`config.mk`:
```
export PLATFORM = sky130hd
export DESIGN_NAME = clamping_unit
export DESIGN_NICKNAME = d
export VERILOG_FILES = /design/src/rtl/clamping_unit.sv
export SDC_FILE = /design/constraint.sdc
export NUM_CORES = 1
export LEC_CHECK = 0
export ABC_AREA = 1
export CAP_MARGIN = 30
export CORE_UTILIZATION = 42
export CTS_CLUSTER_SIZE = 40
export DETAILED_ROUTE_END_ITERATION = 12
export PLACE_DENSITY = 0.84
export SKIP_CTS_REPAIR_TIMING = 1
export SYNTH_ARGS = -nofsm -noshare
export SYNTH_HDL_FRONTEND = slang
export SYNTH_SLANG_ARGS = --single-unit
```
`constraint.sdc`:
```
create_clock -name clk -period 2.95 [get_ports clk]
set_input_delay 0.295 -clock clk [delete_from_list [all_inputs] [get_ports clk]]
set_output_delay 0.295 -clock clk [all_outputs]
set_load 0.005 [all_outputs]
```
`src/rtl/clamping_unit.sv`:
```
// clamping_unit: registered saturating clamp for the ALU datapath.
// Each accepted sample is limited to [lo, hi]. The result, a valid strobe
// and the clamp flags appear one clock later.
// Optional feature macro: CLAMP_DYN_BOUNDS_EN. When it is defined, the bounds
// are held in registers that reset to LO/HI and are loaded through
// cfg_we/cfg_lo/cfg_hi. When it is not defined, the bounds are the constant
// LO/HI parameters.
module clamping_unit #(
  parameter int               WIDTH  = 32,
  parameter bit               SIGNED = 1'b1,
  parameter logic [WIDTH-1:0] LO     = '0,
  parameter logic [WIDTH-1:0] HI     = WIDTH'(32'h40000000)
) (
  input  logic             clk,
  input  logic             rst,
  input  logic             in_valid,
  input  logic [WIDTH-1:0] in_data,
`ifdef CLAMP_DYN_BOUNDS_EN
  input  logic             cfg_we,
  input  logic [WIDTH-1:0] cfg_lo,
  input  logic [WIDTH-1:0] cfg_hi,
`endif
  output logic             out_valid,
  output logic [WIDTH-1:0] out_data,
  output logic             clamp_lo,
  output logic             clamp_hi
);

  typedef struct packed {
    logic             lo;
    logic             hi;
    logic [WIDTH-1:0] data;
  } clamp_t;

  // a < b, interpreted as two's complement or as unsigned depending on SIGNED
  function automatic logic less_than(input logic [WIDTH-1:0] a,
                                     input logic [WIDTH-1:0] b);
    if (SIGNED) begin
      return $signed(a) < $signed(b);
    end else begin
      return a < b;
    end
  endfunction

  // Saturation: the lower-bound test wins, so lo > hi still gives a
  // deterministic result and never raises both flags
  function automatic clamp_t saturate(input logic [WIDTH-1:0] x,
                                      input logic [WIDTH-1:0] lo,
                                      input logic [WIDTH-1:0] hi);
    clamp_t r;
    r.lo   = 1'b0;
    r.hi   = 1'b0;
    r.data = x;
    if (less_than(x, lo)) begin
      r.lo   = 1'b1;
      r.data = lo;
    end else if (less_than(hi, x)) begin
      r.hi   = 1'b1;
      r.data = hi;
    end
    return r;
  endfunction

  logic [WIDTH-1:0] w_lo;
  logic [WIDTH-1:0] w_hi;
  clamp_t           w_res_p0;

`ifdef CLAMP_DYN_BOUNDS_EN
  logic [WIDTH-1:0] r_lo;
  logic [WIDTH-1:0] r_hi;

  // Bound registers; a write takes effect for samples on the following edge
  always_ff @(posedge clk) begin
    if (rst) begin
      r_lo <= LO;
      r_hi <= HI;
    end else if (cfg_we) begin
      r_lo <= cfg_lo;
      r_hi <= cfg_hi;
    end
  end

  assign w_lo = r_lo;
  assign w_hi = r_hi;
`else
  assign w_lo = LO;
  assign w_hi = HI;
`endif

  // ---- stage p0: combinational compare and select ----
  always_comb begin
    w_res_p0 = saturate(in_data, w_lo, w_hi);
  end

  // ---- stage p1: output register ----
  logic             r_vld_p1;
  logic [WIDTH-1:0] r_data_p1;
  logic             r_lo_p1;
  logic             r_hi_p1;

  // Capture accepted samples; idle cycles drop valid but hold data and flags
  always_ff @(posedge clk) begin
    if (rst) begin
      r_vld_p1  <= 1'b0;
      r_data_p1 <= '0;
      r_lo_p1   <= 1'b0;
      r_hi_p1   <= 1'b0;
    end else begin
      r_vld_p1 <= in_valid;
      if (in_valid) begin
        r_data_p1 <= w_res_p0.data;
        r_lo_p1   <= w_res_p0.lo;
        r_hi_p1   <= w_res_p0.hi;
      end
    end
  end

  assign out_valid = r_vld_p1;
  assign out_data  = r_data_p1;
  assign clamp_lo  = r_lo_p1;
  assign clamp_hi  = r_hi_p1;

endmodule

```
* After elaboration in Yosys (flattened, before gate mapping)
Cells that the tools add are included.
** Storage, ports and cells
- Bits of input ports :: 35
- Bits in registers :: 35
- Output and inout port bits :: 35
- Word-level logic and storage cells :: 11
** Cells by class
- Muxes and demuxes :: 5
- $lt $le $gt $ge :: 2
** Operators by type and width (number)
- $mux W33 :: 1
- $lt A32 B1 Y1 const B :: 1
- $lt A32 B32 Y1 const A :: 1
- $mux W32 :: 1
- $mux W1 :: 3

* Logic depth before layout (Yosys ltp)
- Depth after elaboration :: 4
- Mapped depth :: 13
- Mapped depth without buffers :: 12

* Least setup slack after synthesis
OpenSTA, ideal clock, no wires.
- Kind :: input -> register
- Start point :: input port in_data[30]
- End point :: register r_data_p1[0] (netlist: out_data[0])
- Buffers on the path :: 1
- Library setup time :: 0.070 ns
- Arrival :: 1.441 ns
- Stages :: 13
- Setup slack :: 1.438 ns
- Data required time :: 2.880 ns
- Cell sequence :: inv_1 > nor2_1 > nand2_1 > nor2_1 > nand2_1 > nor2_1 > nor2_1 > ha_1 > inv_1 > nor2_4 > buf_6 > nand2_1 > a21oi_1
** On the way
- Cells in the longest elaborated chain, start to end :: 4
- Elaborated cells between the ends (all ways) :: 5
- Those cells by class :: order compare (2); mux (3)
** RTL lines
- from (decl) :: RTL line 17 : input logic [WIDTH-1:0] in_data,
- $lt A32 B32 Y1 :: RTL line 39 : return $signed(a) < $signed(b);
- $mux W1 :: RTL line 54 : if (less_than(x, lo)) begin
- $mux W33 :: RTL line 57 : end else if (less_than(hi, x)) begin
- $mux W32 * :: RTL line 54
- to (signal assigned) :: RTL line 111 : r_data_p1 <= w_res_p0.data;
- to (decl) :: RTL line 97 : logic [WIDTH-1:0] r_data_p1;
Every way passes the cells marked *; elsewhere a longest branch is shown, timed or not. The select of a mux whose other input is x is not followed.
A chain may end at the register's enable or synchronous reset.

* Worst setup path after layout
- Start point :: input port in_data[31]
- End point :: register r_data_p1[3] (netlist: out_data[3])
The elaborated chain is that of the path after synthesis.

==> results.cfg <==
[global_route]
grt_pass1_wl_um = 5451
grtUsageTotal_pct = 20.88
grt_remaining_overflow = 0
antenna_found_initial = 0
grt_pass1_vias = 1283
grt_max_degree = 22

[clock_network]
clk_latency_ps = 340
clockRootBuffer = clkbuf_4
clk_pin_slew_worst_paths_ps = 100
cts_buffers = 5
ctsLongestPathBuffers = 2
cts_tree = yes
clock-sinks = 35
htree_levels = 2

[cells_and_area]
nets = 296
most-common-layout-cells = 76 x nand2_1, 69 x clkdlybuf4s50_1, 35 x dfxtp_1, 32 x a21oi_1, 25 x nor2_1
drive_above_1_share_pct = 5.769
antennaDiodeCount = 0
areaGrowthSynthToFinish_pct = 55.96
final_common_cell = nand2_1

[die]
coreArea_sq_um = 3078
num_rows = 20
ioPinCount = 70
die_y_um = 59.22
initial_core_util_pct = 44.67
die_w_um = 59.22
die_area_sq_um = 3507

[sta]
fin_crit_sh_pct = 72.00
maxSlewViolCount = 0
finalSetupTns_ps = 0
timing.final.crit_period_ps = 2124
slew_headroom_pct = 62.61
fin_skew_ps = 0
tightest_slew_ps = 557.4
fmax_mhz = 470.8
finalSetupViolations = 0
rsz0062_at_grt = false
hold_viol = 0

[place]
io_buffers = 69
dpl.hpwl_um = 2486
gp_congestion = 0.7731

[logic_synthesis]
synthArstFlopShare_pct = 0
synth_area_leaders = dfxtp_1 51%, nand2_1 21%, a21oi_1 12%, nor2_1 6.8%, buf_6 2.5%
ys_seq_elements = 35
syn_avg_cell_area_sq_um = 7.275
synth_cells = 189
yosysUniqueCellTypes = 15
yosysSeqAreaShare_pct = 50.96
syn_area_sq_um = 1375
syn_nets = 226
synth_edf_count = 0
synth_largest_area_cell = dfxtp_1
synth_top_flop_cell = dfxtp_1
synth_warnings = 0
synth_top_area_share_pct = 50.96

[power]
p_total_mw = 0.8879
power_density_nw_per_um2 = 414.0
p_leak_nw = 0.7591
vdd_drop_max_mv = 0.2262

[run]
drv_cap = 0

[setup_path]
slowest_delay_ps = 480
critPathRequiredTime_ps = 3220
critPathArrivalTime_ps = 2390
crit_slowest_cell = clkdlybuf4s50_1
cp_cell_sequence = clkdlybuf4s50_1, nor2_1, nand2_1, nor2_1, nand2_1, nor2_1, nor2_1, ha_1, inv_1, nor2_4, buf_4, nand2_1, a21oi_1
cp-start-kind = input pin
cpMostUsedCell = nor2_1
path_class = input pin to flip-flop
path_max_fanout = 17
worstSetupEndpointType = flip-flop

[route]
drt_iter0_markers = 30
dr_total_vias = 1417
wire_per_inst_um = 10.90
drc = 0
routed_wl_um = 3315
final_antenna_net_count = 0
firstDrtPassIters = 4
viasPerCell = 4.661

[worst_hold_path]
hold_class = flip-flop to flip-flop

[status]
status = completed
## where the power goes
group	internal (mW)	total (mW)	switching, mW
sequential	0.487	0.495	0.00780
clock	0.0909	0.254	0.163
combinational	0.0816	0.138	0.0567
## cells in the mapped netlist (2+ instances only)
cell type,instances
nand2_1,76
buf_6,3
a21oi_1,32
ha_1,2
nor2_1,25
clkbuf_1,4
inv_1,3
dfxtp_1,35
buf_2,3
## registers in the layout, indices dropped and copies added (netlist names)
name and flops:
clamp_lo 1, clamp_hi 1, out_valid 1, out_data 32
## layout make-up
class	count	area (sq um)
repair buffers	73	720.7
flip-flops and latches	35	700.7
fillers	294	933.4
clock buffers	5	37.54
inverters	5	18.77
well taps	44	55.05
clock inverters	3	20.02
multi-input cells	139	591.8
## worst paths after layout
path                       end  cells past startpoint  slack (ps)          from
hold reg to reg   out_data[26]                      2         470  out_data[26]
setup reg to reg   out_data[3]                      2        2290   out_data[3]
hold / removal    out_data[26]                      2         470  out_data[26]
setup / recovery   out_data[3]                     13         830   in_data[31]
## kinds of logic after synthesis
logic type	count (synthesis)	synth area share, %
AO/OA/AOI/OAI	33	12.01
buffers and inverters	15	6.004
adder cells (fa/ha/maj)	2	1.820
AND/OR/NAND/NOR	104	29.21
flip-flops	35	50.96
## worst max-delay path: cells and delay by family
kind                       cells  cell delay [ps]
AOI/OAI and AO/OA              1              130
and+or+nand+nor                8              890
buffers and inverters          3              800
adders and majority gates      1              260
## metal layers
| layer | GRT usage (%) | vias up | wire length (um) |
|---|---|---|---|
| met5 | 0 | - | 0 |
| met4 | 6.122 | 0 | 37 |
| met3 | 6.332 | 5 | 218 |
| met2 | 37.24 | 55 | 1657 |
| met1 | 23.80 | 627 | 1401 |
| li1 | - | 730 | - |
## through the flow
| step | instances | area (sq um) | util (%) | hold slack [ps] | setup WS, ps |
|---|---|---|---|---|---|
| detailed placement | 296 | 2087 | 67.80 | 455.9 | 462.8 |
| floorplan | 189 | 1375 | - | 435.5 | 1438 |
| finish | 304 | 2145 | 69.67 | 469.9 | 826.0 |
| CTS | 304 | 2145 | 69.67 | 472.8 | 811.4 |
| global route | 304 | 2145 | 69.67 | 491.0 | 628.6 |
| global placement | 296 | 2087 | 67.80 | 452.7 | 523.3 |
Note: power is estimated with default switching activity, not from simulation.
